**config.mk**
```make
export PLATFORM = sky130hd
export DESIGN_NAME = wb_buffer
export DESIGN_NICKNAME = d
export VERILOG_FILES = /design/src/rtl/wb_buffer.sv
export SDC_FILE = /design/constraint.sdc
export NUM_CORES = 1
export LEC_CHECK = 0
export BUFFER_PORTS_ARGS = -buffer_cell sky130_fd_sc_hd__buf_2
export CAP_MARGIN = 20
export CELL_PAD_IN_SITES_DETAIL_PLACEMENT = 1
export CELL_PAD_IN_SITES_GLOBAL_PLACEMENT = 1
export CORE_ASPECT_RATIO = 1.25
export CORE_MARGIN = 5
export CORE_UTILIZATION = 41
export DETAILED_ROUTE_END_ITERATION = 16
export PLACE_DENSITY_LB_ADDON = 0.08
export SYNTH_ARGS = -nofsm -noshare
export SYNTH_HDL_FRONTEND = slang
export SYNTH_SLANG_ARGS = --single-unit
```
**constraint.sdc**
```tcl
create_clock -name CLK -period 3.7 [get_ports CLK]
set_input_delay 1.11 -clock CLK [delete_from_list [all_inputs] [get_ports CLK]]
set_output_delay 1.11 -clock CLK [all_outputs]
set_load 0.02 [all_outputs]
```
**src/rtl/wb_buffer.sv**
```systemverilog
// Writeback buffer: in-order FIFO between the ALU/FPU result mux and the register-file write port.
// Optional sticky FPU exception flag and saturating counter, enabled by defining WB_FFLAGS_EN.
module wb_buffer #(
    parameter int DEPTH = 2,
    parameter int XLEN  = 32
) (
    input  logic            CLK,
    input  logic            RST_N,
    input  logic            in_valid,
    output logic            in_ready,
    input  logic [XLEN-1:0] in_result,
    input  logic            in_exception,
    input  logic            in_fpu_sel,
    input  logic [4:0]      in_rd,
    input  logic            in_wen,
    output logic            out_valid,
    input  logic            out_ready,
    output logic [XLEN-1:0] out_result,
    output logic [4:0]      out_rd,
    output logic            out_wen_int,
    output logic            out_wen_fp,
    input  logic            fflags_clr,
    output logic            fflag_sticky,
    output logic [7:0]      exc_count
);
    localparam int AW = (DEPTH > 1) ? $clog2(DEPTH) : 1;
    localparam int CW = AW + 1;
    localparam logic [CW-1:0] FULL = CW'(DEPTH);

    logic [XLEN-1:0]  r_mem_result [DEPTH];
    logic [4:0]       r_mem_rd     [DEPTH];
    logic [DEPTH-1:0] r_mem_wen_int;
    logic [DEPTH-1:0] r_mem_wen_fp;
    logic [AW-1:0]    r_wr_ptr;
    logic [AW-1:0]    r_rd_ptr;
    logic [CW-1:0]    r_count;

    logic w_push;
    logic w_pop;
    logic w_wen_int;
    logic w_wen_fp;

    // Both handshake signals come from the registered count only, so there is
    // no combinational path from out_ready to in_ready.
    assign in_ready  = (r_count != FULL);
    assign out_valid = (r_count != '0);
    assign w_push    = in_valid && in_ready;
    assign w_pop     = out_valid && out_ready;

    // Steering is resolved once at push time; x0 is hardwired, f0 is not.
    assign w_wen_int = in_wen && !in_fpu_sel && (in_rd != 5'd0);
    assign w_wen_fp  = in_wen && in_fpu_sel;

    function automatic logic [AW-1:0] ptr_inc(input logic [AW-1:0] p);
        return (p == AW'(DEPTH - 1)) ? '0 : p + AW'(1);
    endfunction

    always_ff @(posedge CLK or negedge RST_N) begin
        if (!RST_N) begin
            r_wr_ptr <= '0;
            r_rd_ptr <= '0;
            r_count  <= '0;
        end else begin
            if (w_push) r_wr_ptr <= ptr_inc(r_wr_ptr);
            if (w_pop)  r_rd_ptr <= ptr_inc(r_rd_ptr);
            case ({w_push, w_pop})
                2'b10:   r_count <= r_count + CW'(1);
                2'b01:   r_count <= r_count - CW'(1);
                default: r_count <= r_count;
            endcase
        end
    end

    // NOTE: the entry storage is deliberately not reset; every output read from it
    // is gated by out_valid below, so stale contents can never reach the register file.
    always_ff @(posedge CLK) begin
        if (w_push) begin
            r_mem_result[r_wr_ptr]  <= in_result;
            r_mem_rd[r_wr_ptr]      <= in_rd;
            r_mem_wen_int[r_wr_ptr] <= w_wen_int;
            r_mem_wen_fp[r_wr_ptr]  <= w_wen_fp;
        end
    end

    assign out_result  = out_valid ? r_mem_result[r_rd_ptr] : '0;
    assign out_rd      = out_valid ? r_mem_rd[r_rd_ptr]     : 5'd0;
    assign out_wen_int = out_valid && r_mem_wen_int[r_rd_ptr];
    assign out_wen_fp  = out_valid && r_mem_wen_fp[r_rd_ptr];

`ifdef WB_FFLAGS_EN
    logic       r_fflag_sticky;
    logic [7:0] r_exc_count;
    logic       w_exc_event;

    // ALU entries never raise exceptions, whatever in_exception says.
    assign w_exc_event = w_push && in_fpu_sel && in_exception;

    // A same-cycle exception beats a clear: the event becomes the first one counted.
    always_ff @(posedge CLK or negedge RST_N) begin
        if (!RST_N) begin
            r_fflag_sticky <= 1'b0;
            r_exc_count    <= 8'd0;
        end else if (w_exc_event) begin
            r_fflag_sticky <= 1'b1;
            if (fflags_clr)
                r_exc_count <= 8'd1;
            else if (r_exc_count != 8'hFF)
                r_exc_count <= r_exc_count + 8'd1;
        end else if (fflags_clr) begin
            r_fflag_sticky <= 1'b0;
            r_exc_count    <= 8'd0;
        end
    end

    assign fflag_sticky = r_fflag_sticky;
    assign exc_count    = r_exc_count;
`else
    logic w_unused_flags;
    assign w_unused_flags = fflags_clr ^ in_exception;
    assign fflag_sticky   = 1'b0;
    assign exc_count      = 8'd0;
`endif

endmodule

```
Yosys cells after proc, flatten, opt, wreduce, memory -nomap -nowiden
Memory sizes are Yosys's and may differ from the RTL's.
Cells that the tools add are included.
W data, S select, Z words.
Cells by class
  add/subtract/negate cells: 4
  magnitude comparators: 3
  eq/ne operators: 3
  muxes and demuxes: 15
  reductions and logical operators: 12
Operators by type and width (number)
  $mux W32: 1
  $mux W1: 9
  $logic_and A1 B1 Y1: 8
  $mux W5: 1
  $reduce_bool A5 Y1: 1
  $bwmux W2: 2
  $lt A1 B2 Y1 const B: 2
  $pmux W2 S2: 1
  $reduce_bool A2 Y1: 2
  $add A1 B1 Y1 const B: 2
  $add A2 B1 Y2 const B: 1
  $eq A2 B1 Y1 const B: 1
  $eq A2 B2 Y1 const B: 1
  $ne A2 B2 Y1 const B: 1
  $sub A2 B1 Y2 const B: 1
  $demux W1 S1: 1
  $ge A1 B1 Y1 const B: 1
  $logic_not A1 Y1: 1
Storage, ports and cells
  register bits: 8
  memory bits (writable): 74
  output and inout bits: 50
  word-level logic and storage cells: 44
  memories: 2
Memories
  r_mem_result: words 2, width 32, rd ports 1, clocked after memory_dff 0, write ports 1, line 30  | logic [XLEN-1:0] r_mem_result [DEPTH];
  r_mem_rd: words 2, width 5, rd ports 1, clocked after memory_dff 0, write ports 1, line 31  | logic [4:0] r_mem_rd [DEPTH];

Depth between registers and ports, before layout
  depth in word-level cells: 5
  depth in mapped cells: 7

Worst setup path before layout
Ideal clock, no wire load.
  kind: in2reg
  start point: in in_valid
  end point: mem r_mem_rd[0][0] (enable)
  arrival time: 2.855 ns
  data required time: 3.265 ns
  slack: 0.410 ns
  stages on the path: 2
  path buffers: 0
  path through: nand2_1 nor2_1
On the way
  word-level cells in the longest chain between the ends: 3
Ends and longest elaborated chain
  start, declared: line 9  | input logic in_valid,
  $logic_and A1 B1 Y1: line 47  | assign w_push = in_valid && in_ready;
  $mux W1: line 77  | if (w_push) begin
  $mux W1 (not written as such): line 79  | r_mem_rd[r_wr_ptr] <= in_rd;
  end, declared: line 31
Every way passes these cells.

Worst setup path in the final report
  start point: reg r_count[0]
  end point: out out_valid
On the way
  word-level cells in the longest chain between the ends: 1
Ends and longest elaborated chain
  start, declared: line 36  | logic [CW-1:0] r_count;
  start signal, assigned: line 67  | 2'b10: r_count <= r_count + CW'(1);
  start signal, assigned: line 68  | 2'b01: r_count <= r_count - CW'(1);
  start signal, assigned: line 69  | default: r_count <= r_count;
  $reduce_bool A2 Y1: line 46  | assign out_valid = (r_count != '0);
  end, declared: line 16  | output logic out_valid,
Every way passes these cells.

==> flow_metrics.tcl <==
set metrics [dict create \
    cts.repair.resized 0 \
    power_density_mw_per_mm2 876 \
    vias 1835 \
    ys_ff_latch 82 \
    dp.cells 370 \
    dr.pass1.iters 4 \
    critPathArrivalTime_ps 1800 \
    hold_ws_ps 549 \
    ff2ff_setup_slack_ps 1540 \
    num_rows 36 \
    timing.max_cap.violations 0 \
    grtUsageTotal_pct 13.3 \
    area_growth_pct 22.7 \
    endpoint "out_valid" \
    r2r_end "r_count[1]" \
    die_h_um 109 \
    fmax_mhz 344 \
    tightest_slew_ps 551 \
    crit_chain "nor2_4 -> buf_4 -> inv_1 -> buf_2" \
    root_buffer "clkbuf_8" \
    fin_crit_sh_pct 78.6 \
    synth.top_cell.area_share_pct 72.4 \
    drive_gt1_share_pct 36.4 \
    worstSetupEndpointType "primary output" \
    synth_cell_types 19 \
    path_max_fanout 21 \
    ctsHoldBuffers 0 \
    finalHoldViolations 0 \
    finalSetupViolations 0 \
    layout_commonest_cell "buf_2" \
    insertion_delay_ps 350 \
    yosys.area.top_type "edfxtp_1" \
    reg2reg_depth 7 \
    coreArea_sq_mm 0.00775 \
    critPathKind "reg2out" \
    htreeDepth 3 \
    ir_drop_v 0.000424 \
    crit_required_ps 2590 \
    clk_path_buf_depth 2 \
    relSlewSlack_pct 63.2 \
    syn_inst 197 \
    dp_hpwl_mm 4.15 \
    first_global_vias 1968 \
    grt_max_degree 40 \
    finalClockSkew_ps 10.1 \
    avgSynthCellArea_sq_um 16.4 \
    drt_iter0_drc 90 \
    nNetsFinal 332 \
    routed_via_density 4.75 \
    hp-class "reg2reg" \
    fin_cells 386 \
    antenna_cells 0 \
    drv_slew 0 \
    die_w_um 89.4 \
    seq_area_frac_synth_pct 75.5 \
    drc_errors 0 \
    layout_setup_ws_ps 793 \
    post-place-ws_ps 1110 \
    wirelength_mm 6.11 \
    io_buffers 83 \
    overflow 0 \
    start_util_pct 41.7 \
    finalCriticalPeriod_ps 2910 \
    slowest_stage "nor2_4" \
    slowest_delay_ps 480 \
    final_util_pct 51.2 \
    grt_pass1_wl_mm 9.36 \
    gp_congestion 0.684 \
    antenna_found_initial 1 \
    cp-startpoint "r_count[0]" \
    status "completed" \
    yosys_warnings 0 \
    cts_buffers 9 \
    r2r_start "r_count[0]" \
    leakage_uw 0.00165 \
    synth_area_sq_mm 0.00323 \
    post-cts-setup-buffers 0 \
    antenna_left 0 \
    start_kind "flip-flop" \
    rsz0062_at_grt "false" \
    cts_num_sinks 82 \
    min_path_cells 1 \
    ios 95 \
    final_cell_mix "buf_2, edfxtp_1, nor2_1, mux2i_1" \
    die_area_sq_mm 0.00977 \
    clk_pin_slew_worst_paths_ps 70 \
    avgRoutedWirePerCell_um 15.8 \
    setup_tns_ps 0 \
    ys_top_cells_by_area "edfxtp_1, mux2i_1, nor2_1" \
    cts_tree "yes" \
]
==> cell type report <==
class,count,area [sq um]
Clock buffer,11,131
Clock inverter,5,103
Fill cell,809,3780
Inverter,1,3.75
Multi-Input combinational cell,104,702
Sequential cell,82,2440
Tap cell,95,119
Timing Repair Buffer,88,465
==> synthesized netlist by cell type <==
cell	number
and2_1	2
and3_1	1
buf_2	4
buf_4	13
buf_6	1
conb_1	1
dfrtp_1	4
edfxtp_1	78
ha_1	1
inv_1	1
mux2i_1	39
nand2_1	1
nand2b_1	1
nor2_1	42
nor2_2	1
nor3b_1	1
or4_1	1
xnor2_1	3
xor2_1	2
==> worst max-delay path: cells and delay by family (launching register included) <==
kind                   cells  cell delay (ps)
buffers and inverters      3              520
DFF                        1              450
and+or+nand+nor            1              480
==> cell families (layout without fill, tap and decap cells) <==
logic type	Yosys count	count (layout)	share of synthesized area (%)
adder cells (fa/ha/maj)	1	1	0.387
other	1	9	0.116
AND/OR/NAND/NOR	50	50	6.42
XOR/XNOR	5	5	1.35
buffers and inverters	19	105	4.10
multiplexers	39	39	12.1
flip-flops	82	82	75.5
==> sequential cells by signal, indices dropped and copies added, names as in the netlist <==
signal         flops
r_count            2
r_mem_wen_fp       2
r_mem_rd          10
r_mem_result      64
r_rd_ptr           1
r_mem_wen_int      2
r_wr_ptr           1
==> worst min-delay path by stage <==
stage | startpoint | endpoint | slack (ps)
after global placement | r_wr_ptr | r_wr_ptr | 530
after floorplan | r_wr_ptr | r_wr_ptr | 460
after global routing | RST_N | r_wr_ptr | 540
after detailed placement | r_count[1] | r_count[1] | 540
final | r_count[1] | r_count[1] | 550
after CTS | RST_N | r_wr_ptr | 540
==> metal layers <==
layer  vias up  GRT usage (%)  part of all wire, %
li1        872              -                    -
met3        12           4.23                  5.8
met4         2           6.06                  1.8
met2        55           23.3                   54
met1       894           14.4                   38
met5         -              0                 0.18
==> report_power, final <==
part	internal, uW	total [uW]	switching (uW)
logic	476	1360	880
registers	1270	1370	101
clock network	448	746	299
total	2200	3480	1280
==> stage by stage <==
| stage | instance area, sq um | total power, uW |
|---|---|---|
| 5_1_grt | 3970 | 3690 |
| 3_5_place_dp | 3730 | 2790 |
| 2_1_floorplan | 3260 | 2330 |
| 4_1_cts | 3970 | 3540 |
| 6_report | 3970 | 3480 |
| 3_3_place_gp | 3730 | 2770 |
Power figures use the tool's default switching activity.
